File: config.mk
export PLATFORM = sky130hd
export DESIGN_NAME = decode_stage
export DESIGN_NICKNAME = d
export VERILOG_FILES = /design/src/rtl/decode_stage.sv
export SDC_FILE = /design/constraint.sdc
export NUM_CORES = 2
export LEC_CHECK = 0
export ABC_AREA = 0
export ABC_CLOCK_PERIOD_IN_PS = 42600
export CORE_MARGIN = 2
export CORE_UTILIZATION = 35
export CTS_CLUSTER_SIZE = 16
export DETAILED_ROUTE_END_ITERATION = 16
export SETUP_SLACK_MARGIN = 0.02
export SKIP_LAST_GASP = 1
export SYNTH_ARGS = -nofsm -noshare
export SYNTH_HDL_FRONTEND = slang
export SYNTH_SLANG_ARGS = --single-unit
File: constraint.sdc
create_clock -name clk -period 42.6 [get_ports clk]
set_input_delay 10.65 -clock clk [delete_from_list [all_inputs] [get_ports clk]]
set_output_delay 10.65 -clock clk [all_outputs]
set_load 0.005 [all_outputs]
File: src/rtl/decode_stage.sv
// rtl/decode_stage.sv - ID stage: register file, opcode decode, load-use hazard, ID/EX latch.
// Optional macro DECODE_WB_BYPASS_EN enables same-cycle WB write-through on the read ports.
module decode_stage #(
    parameter int NUM_REGS       = 32,
    parameter bit ILLEGAL_IS_NOP = 1'b1
) (
    input  logic        clk,
    input  logic        rst,
    input  logic [31:0] if_id_instr,
    input  logic [31:0] if_id_npc,
    input  logic        ex_mem_pc_src,
    input  logic        wb_reg_write,
    input  logic [4:0]  wb_rd,
    input  logic [31:0] wb_data,
    output logic        stall,
    output logic [31:0] id_ex_npc,
    output logic [31:0] id_ex_rs_data,
    output logic [31:0] id_ex_rt_data,
    output logic [31:0] id_ex_imm,
    output logic [4:0]  id_ex_rs,
    output logic [4:0]  id_ex_rt,
    output logic [4:0]  id_ex_rd,
    output logic [8:0]  id_ex_ctrl,
    output logic        id_ex_illegal
);

    localparam logic [5:0] OP_RTYPE = 6'h00;
    localparam logic [5:0] OP_LW    = 6'h23;
    localparam logic [5:0] OP_SW    = 6'h2B;
    localparam logic [5:0] OP_BEQ   = 6'h04;

    // ctrl bit positions: {reg_dst, alu_src, mem_to_reg, reg_write, mem_read, mem_write, branch, alu_op[1:0]}
    localparam int CTRL_MEM_READ = 4;

    logic [31:0] regs [NUM_REGS];

    logic [5:0]  opcode;
    logic [4:0]  rs;
    logic [4:0]  rt;
    logic [4:0]  rd;
    logic [31:0] imm_ext;
    logic [31:0] rs_data;
    logic [31:0] rt_data;
    logic [8:0]  ctrl;
    logic        illegal;

    assign opcode  = if_id_instr[31:26];
    assign rs      = if_id_instr[25:21];
    assign rt      = if_id_instr[20:16];
    assign rd      = if_id_instr[15:11];
    assign imm_ext = {{16{if_id_instr[15]}}, if_id_instr[15:0]};

    always_comb begin
        ctrl    = 9'b0;
        illegal = 1'b0;
        unique case (opcode)
            OP_RTYPE: ctrl = 9'b1_0_0_1_0_0_0_10;
            OP_LW:    ctrl = 9'b0_1_1_1_1_0_0_00;
            OP_SW:    ctrl = 9'b0_1_0_0_0_1_0_00;
            OP_BEQ:   ctrl = 9'b0_0_0_0_0_0_1_01;
            default:  illegal = (ILLEGAL_IS_NOP == 1'b0);
        endcase
    end

`ifdef DECODE_WB_BYPASS_EN
    // Write-through: a WB write in this cycle is visible to the read ports immediately.
    assign rs_data = (rs == 5'd0) ? 32'd0 :
                     (wb_reg_write && (wb_rd != 5'd0) && (wb_rd == rs)) ? wb_data : regs[rs];
    assign rt_data = (rt == 5'd0) ? 32'd0 :
                     (wb_reg_write && (wb_rd != 5'd0) && (wb_rd == rt)) ? wb_data : regs[rt];
`else
    assign rs_data = (rs == 5'd0) ? 32'd0 : regs[rs];
    assign rt_data = (rt == 5'd0) ? 32'd0 : regs[rt];
`endif

    always_ff @(posedge clk or posedge rst) begin
        if (rst) begin
            for (int i = 0; i < NUM_REGS; i++) begin
                regs[i] <= 32'd0;
            end
        end else if (wb_reg_write && (wb_rd != 5'd0)) begin
            regs[wb_rd] <= wb_data;
        end
    end

    // Load-use: the load in ID/EX produces its value too late for the instruction now in ID.
    assign stall = id_ex_ctrl[CTRL_MEM_READ] && (id_ex_rt != 5'd0) &&
                   ((id_ex_rt == rs) || (id_ex_rt == rt));

    always_ff @(posedge clk or posedge rst) begin
        if (rst) begin
            id_ex_npc     <= 32'd0;
            id_ex_rs_data <= 32'd0;
            id_ex_rt_data <= 32'd0;
            id_ex_imm     <= 32'd0;
            id_ex_rs      <= 5'd0;
            id_ex_rt      <= 5'd0;
            id_ex_rd      <= 5'd0;
            id_ex_ctrl    <= 9'd0;
            id_ex_illegal <= 1'b0;
        end else begin
            id_ex_npc     <= if_id_npc;
            id_ex_rs_data <= rs_data;
            id_ex_rt_data <= rt_data;
            id_ex_imm     <= imm_ext;
            id_ex_rs      <= rs;
            id_ex_rt      <= rt;
            id_ex_rd      <= rd;
            if (ex_mem_pc_src || stall) begin
                id_ex_ctrl    <= 9'd0;
                id_ex_illegal <= 1'b0;
            end else begin
                id_ex_ctrl    <= ctrl;
                id_ex_illegal <= illegal;
            end
        end
    end

endmodule

# Word level (Yosys, flattened, before mapping)
# Index checks and enable logic that the tools add are counted.
dict set report word_totals {
  register_bits 1160
  input_bits 105
  elab_cells 76
}
dict set report classes {
  n_lt_le_gt_ge 4
  n_eq_ne 5
  mux 13
  bitwise 3
  n_reduce_logical 11
}
# cell count
set ops {}
lappend ops {{bitwise mux 1024 bit} 1}
lappend ops {{binary-select mux 32 bit (select 5 bit)} 2}
lappend ops {{2-to-1 mux 32 bit} 7}
lappend ops {{demux 32 bit (select 5 bit)} 1}
lappend ops {{one-hot mux 9 bit (4 select lines)} 1}
lappend ops {{greater-or-equal comparator 6 bit, second input constant} 3}
lappend ops {{NOT 5 -> 6 bit} 3}
lappend ops {{== test 6 bit, second input constant} 2}
lappend ops {{== test 5 bit} 2}
lappend ops {{zero test 5 bit} 2}
lappend ops {{nonzero test 5 bit} 2}
lappend ops {{2-to-1 mux 9 bit} 1}
lappend ops {{== test 6 x 3 -> 1 bit, second input constant} 1}
lappend ops {{zero test 6 bit} 1}
lappend ops {{less-than comparator 6 x 1 -> 1 bit, second input constant} 1}
lappend ops {{logical AND 1 bit} 4}
lappend ops {{logical OR 1 bit} 2}

# Depth between registers and ports, before layout
dict set report depth {
  ltp_word 6
  ltp_mapped 9
}

# Least setup slack after synthesis
# OpenSTA, ideal clock, no wires.
dict set report synth_path {
  path_kind {input port to output port}
  start {input port if_id_instr[21]}
  end {output port stall}
  arrival_ns 11.785
  required_time_ns 31.950
  setup_slack_ns 20.165
  cell_stages 7
  n_path_buf 3
  cell_sequence {buf_6 > buf_6 > buf_6 > xnor2_1 > nand3_1 > o22ai_1 > and2_1}
}
dict set report synth_via {
  elab_chain_len 3
}
# element line_no
set synth_rtl {}
lappend synth_rtl {{from (decl)} 9} ;# input logic [31:0] if_id_instr,
lappend synth_rtl {{== test 5 bit} 88} ;# ((id_ex_rt == rs) || (id_ex_rt == rt));
lappend synth_rtl {{logical OR 1 bit} 88}
lappend synth_rtl {{logical AND 1 bit} 87} ;# assign stall = id_ex_ctrl[CTRL_MEM_READ] && (id_ex_rt != 5'd0) &&
lappend synth_rtl {{to (decl)} 15} ;# output logic stall,
# No other way between the ends.

# Final worst setup path
# Ends and elaborated chain as after synthesis.

==> summary.md <==
| Metric | Value |
|---|---|
| Result of the run | finished, final reports clean |
| Die W | 413 um |
| Worst r2r src | id_ex_rt[2] |
| Vias in the first global route | 38,700 |
| Peak VDD IR | 0.0408 mV |
| Hold endpoint | regs[1016] |
| Yosys warns | 0 |
| CTS Buf Count | 138 |
| Hold crit path type | register to register |
| PortBufs | 257 |
| CP endpoint kind | output port |
| GP Congestion | 0.795 |
| Final core occ | 40.5% |
| CTS tree | yes |
| Via density | 5.97 |
| Final instance area | 66,900 um^2 |
| WS Path Type | input pin to output port |
| Antenna Nets Post-Route | 0 |
| Register area share after synthesis | 49.3% |
| Area delta synth->final | 14.6% |
| Pins Over Slew Limit | 0 |
| Post-CTS setup buffers | 0 |
| DIE HEIGHT | 413 um |
| Initial Util | 35.3% |
| Skew-Pair Late Insertion Delay | 0.79 ns |
| Worst slack, placed | 18.86 ns |
| H-tree levels | 4 |
| GRT Util Overall | 22.8% |
| Seq cells post-synth | 1,152 |
| Syn_nets | 4,123 |
| Clock skew | 0.0387 ns |
| WP data arrival | 13.13 ns |
| R2R depth | 3 |
| Post-place instance area | 62,400 um^2 |
| Core box area | 165,000 um^2 |
| Clock slew at reported path FFs | 0.05 ns |
| # fillers | 15,200 |
| Post-synth EDFFs | 0 |
| Core Rows | 149 |
| First-pass DRT Iterations | 6 |
| Synth Flop Type | dfrtp_1 |
| Worst EP required | 31.95 ns |
| DR WL/cell | 30.7 um |
| Die ar. | 170,000 um^2 |
| Highest Clock Rate | 0.0420 GHz |
| Fin nets | 4,133 |
| Slew @ Worst Pin | 1.30 ns |
| Setup_tns | 0 ns |
| Drt initial violations | 3,214 |
| IO Pins | 259 |
| PD cells | 48.0 nW/um^2 |
| Largest net degree at the start of global routing | 150 |
| Gate Count Post-Synth | 4,018 |
| Cts hold-fix bufs | 0 |
| Number of remaining DRC errors | 0 |
| Initial antenna violation count | 18 |
| Via Count | 37,800 |
| Hold_sp | regs[1016] |
| Commonest non-fill, non-tap cell in the layout | dfrtp_1 |
| Detailed Route WL | 194,000 um |
| FF-to-FF setup slack | 40.12 ns |
| Max clock buf depth | 3 |
| Final setup fails | 0 |
| Setup ws final | 18.82 ns |
| CTS resizes | 0 |
| RSZ-0062 raised after global routing | false |
| Crit share post-route | 55.8% |
| Pleak | 28.5 nW |
| R2r endpoint | id_ex_ctrl[7] |
| Crit Path Max Fanout | 59 |
| Synth Cell Area | 58,400 um^2 |
| First-pass GRT wire length | 282,000 um |
| Post-route minimum period | 23.78 ns |
| Most frequent cells in the layout | 1,152 x dfrtp_1, 1,037 x mux2_2, 343 x mux4_2, 247 x clkdlybuf4s50_1, 242 x mux2i_1 |
| Grt ovf | 0 |
| Max Cap Viol | 0 |
| Worst hold slack | 0.398 ns |
| Clk sink count | 1,152 |
| Layout cells sized above 1 | 42.6% |
| Root Buffer | clkbuf_16 |
| Mean Syn Cell Area | 14.5 um^2 |
| Critical Path Start Type | input pin |
| Worst Hold Depth | 0 |
| Asr flop ratio synth | 100% |
| HPWL after DPL | 107,000 um |
| Netlist cell types | 51 |
| Rel. slew slack | 13.3% |
| Final hold vios | 0 |
[worst max path at each step]
stage | from | to | slack [ns] | cells past startpoint
2_1_floorplan | rst | id_ex_ctrl[1] | 16.05 | 1
3_3_place_gp | if_id_instr[21] | stall | 18.90 | 6
3_5_place_dp | if_id_instr[21] | stall | 18.86 | 6
4_1_cts | if_id_instr[21] | stall | 18.85 | 6
5_1_grt | if_id_instr[21] | stall | 18.72 | 6
6_report | if_id_instr[21] | stall | 18.82 | 6
[worst max-delay path: stages]
cell and delay, ns:
buf_8 0.48, xnor2_1 0.21, nand3_1 0.10, o22ai_1 0.79
and2_1 0.26, clkdlybuf4s50_1 0.52
[layer usage]
layer	share of wire [%]	track usage (%)	vias to the layer above
li1	-	-	15300
met5	0.073	0	-
met1	43	31.6	20500
met2	46	35.0	1500
met3	7.8	5.44	370
met4	3.2	7.58	20
[through the flow]
step | cells | power [mW]
floorplan | 4018 | 1.85
global placement | 6077 | 2.02
detailed placement | 6077 | 2.04
CTS | 6318 | 3.24
global route | 6318 | 3.36
finish | 6322 | 3.22
[logic make-up (layout without fill, tap and decap cells)]
family	after synthesis	count (layout)	share of synthesized area [%]
xor+xnor	10	10	0.150
compound gates	422	422	5.61
buf+inv	477	588	3.99
other cells	1	5	0.00642
flops	1152	1152	49.3
simple gates	274	274	2.38
mux	1682	1682	38.5
[cells in the mapped netlist (16+ instances only)]
cell,instances,share of area (%)
dfrtp_1,1152,49
mux2_2,1037,20
mux4_2,343,13
mux2i_1,242,4.1
clkbuf_1,224,1.4
buf_2,167,1.4
a22oi_1,70,0.90
nand2_1,70,0.45
a211oi_1,61,0.78
mux2_1,60,1.2
o22ai_1,59,0.63
buf_4,48,0.62
nor2b_1,46,0.49
nor2_1,45,0.29
nor3_1,37,0.32
a21oi_1,36,0.31
nand4_1,35,0.37
o21ai_0,33,0.28
o22a_1,32,0.48
o311a_1,32,0.55
o221ai_1,27,0.40
a22o_1,26,0.39
a2111oi_2,20,0.51
buf_6,19,0.37
buf_1,16,0.10
[registers in the layout, summed over array words and instances (netlist names)]
name and flops:
id_ex_ctrl 6, id_ex_imm 13, id_ex_npc 32, id_ex_rd 3, id_ex_rs 5, id_ex_rs_data 32
id_ex_rt 5, id_ex_rt_data 32, regs 1024
[power breakdown]
group | internal (mW) | total [mW] | switching, mW | leakage (nW)
Sequential | 1.29 | 1.44 | 0.144 | 14.7
Combinational | 0.347 | 0.587 | 0.240 | 11.6
Clock | 0.701 | 1.19 | 0.492 | 2.23
[layout make-up]
| class | instances | area [um^2] | area share (%) |
|---|---|---|---|
| diodes | 4 | 10.0 | 0.0150 |
| repair buffers | 345 | 3310 | 4.94 |
| well taps | 2189 | 2740 | 4.09 |
| clock inverters | 39 | 509 | 0.761 |
| flip-flops and latches | 1152 | 28800 | 43.1 |
| clock buffers | 202 | 4060 | 6.06 |
| multi-input cells | 2389 | 27500 | 41.1 |
| inverters | 2 | 11.3 | 0.0168 |
No activity file was read; power rests on OpenSTA's default activity.
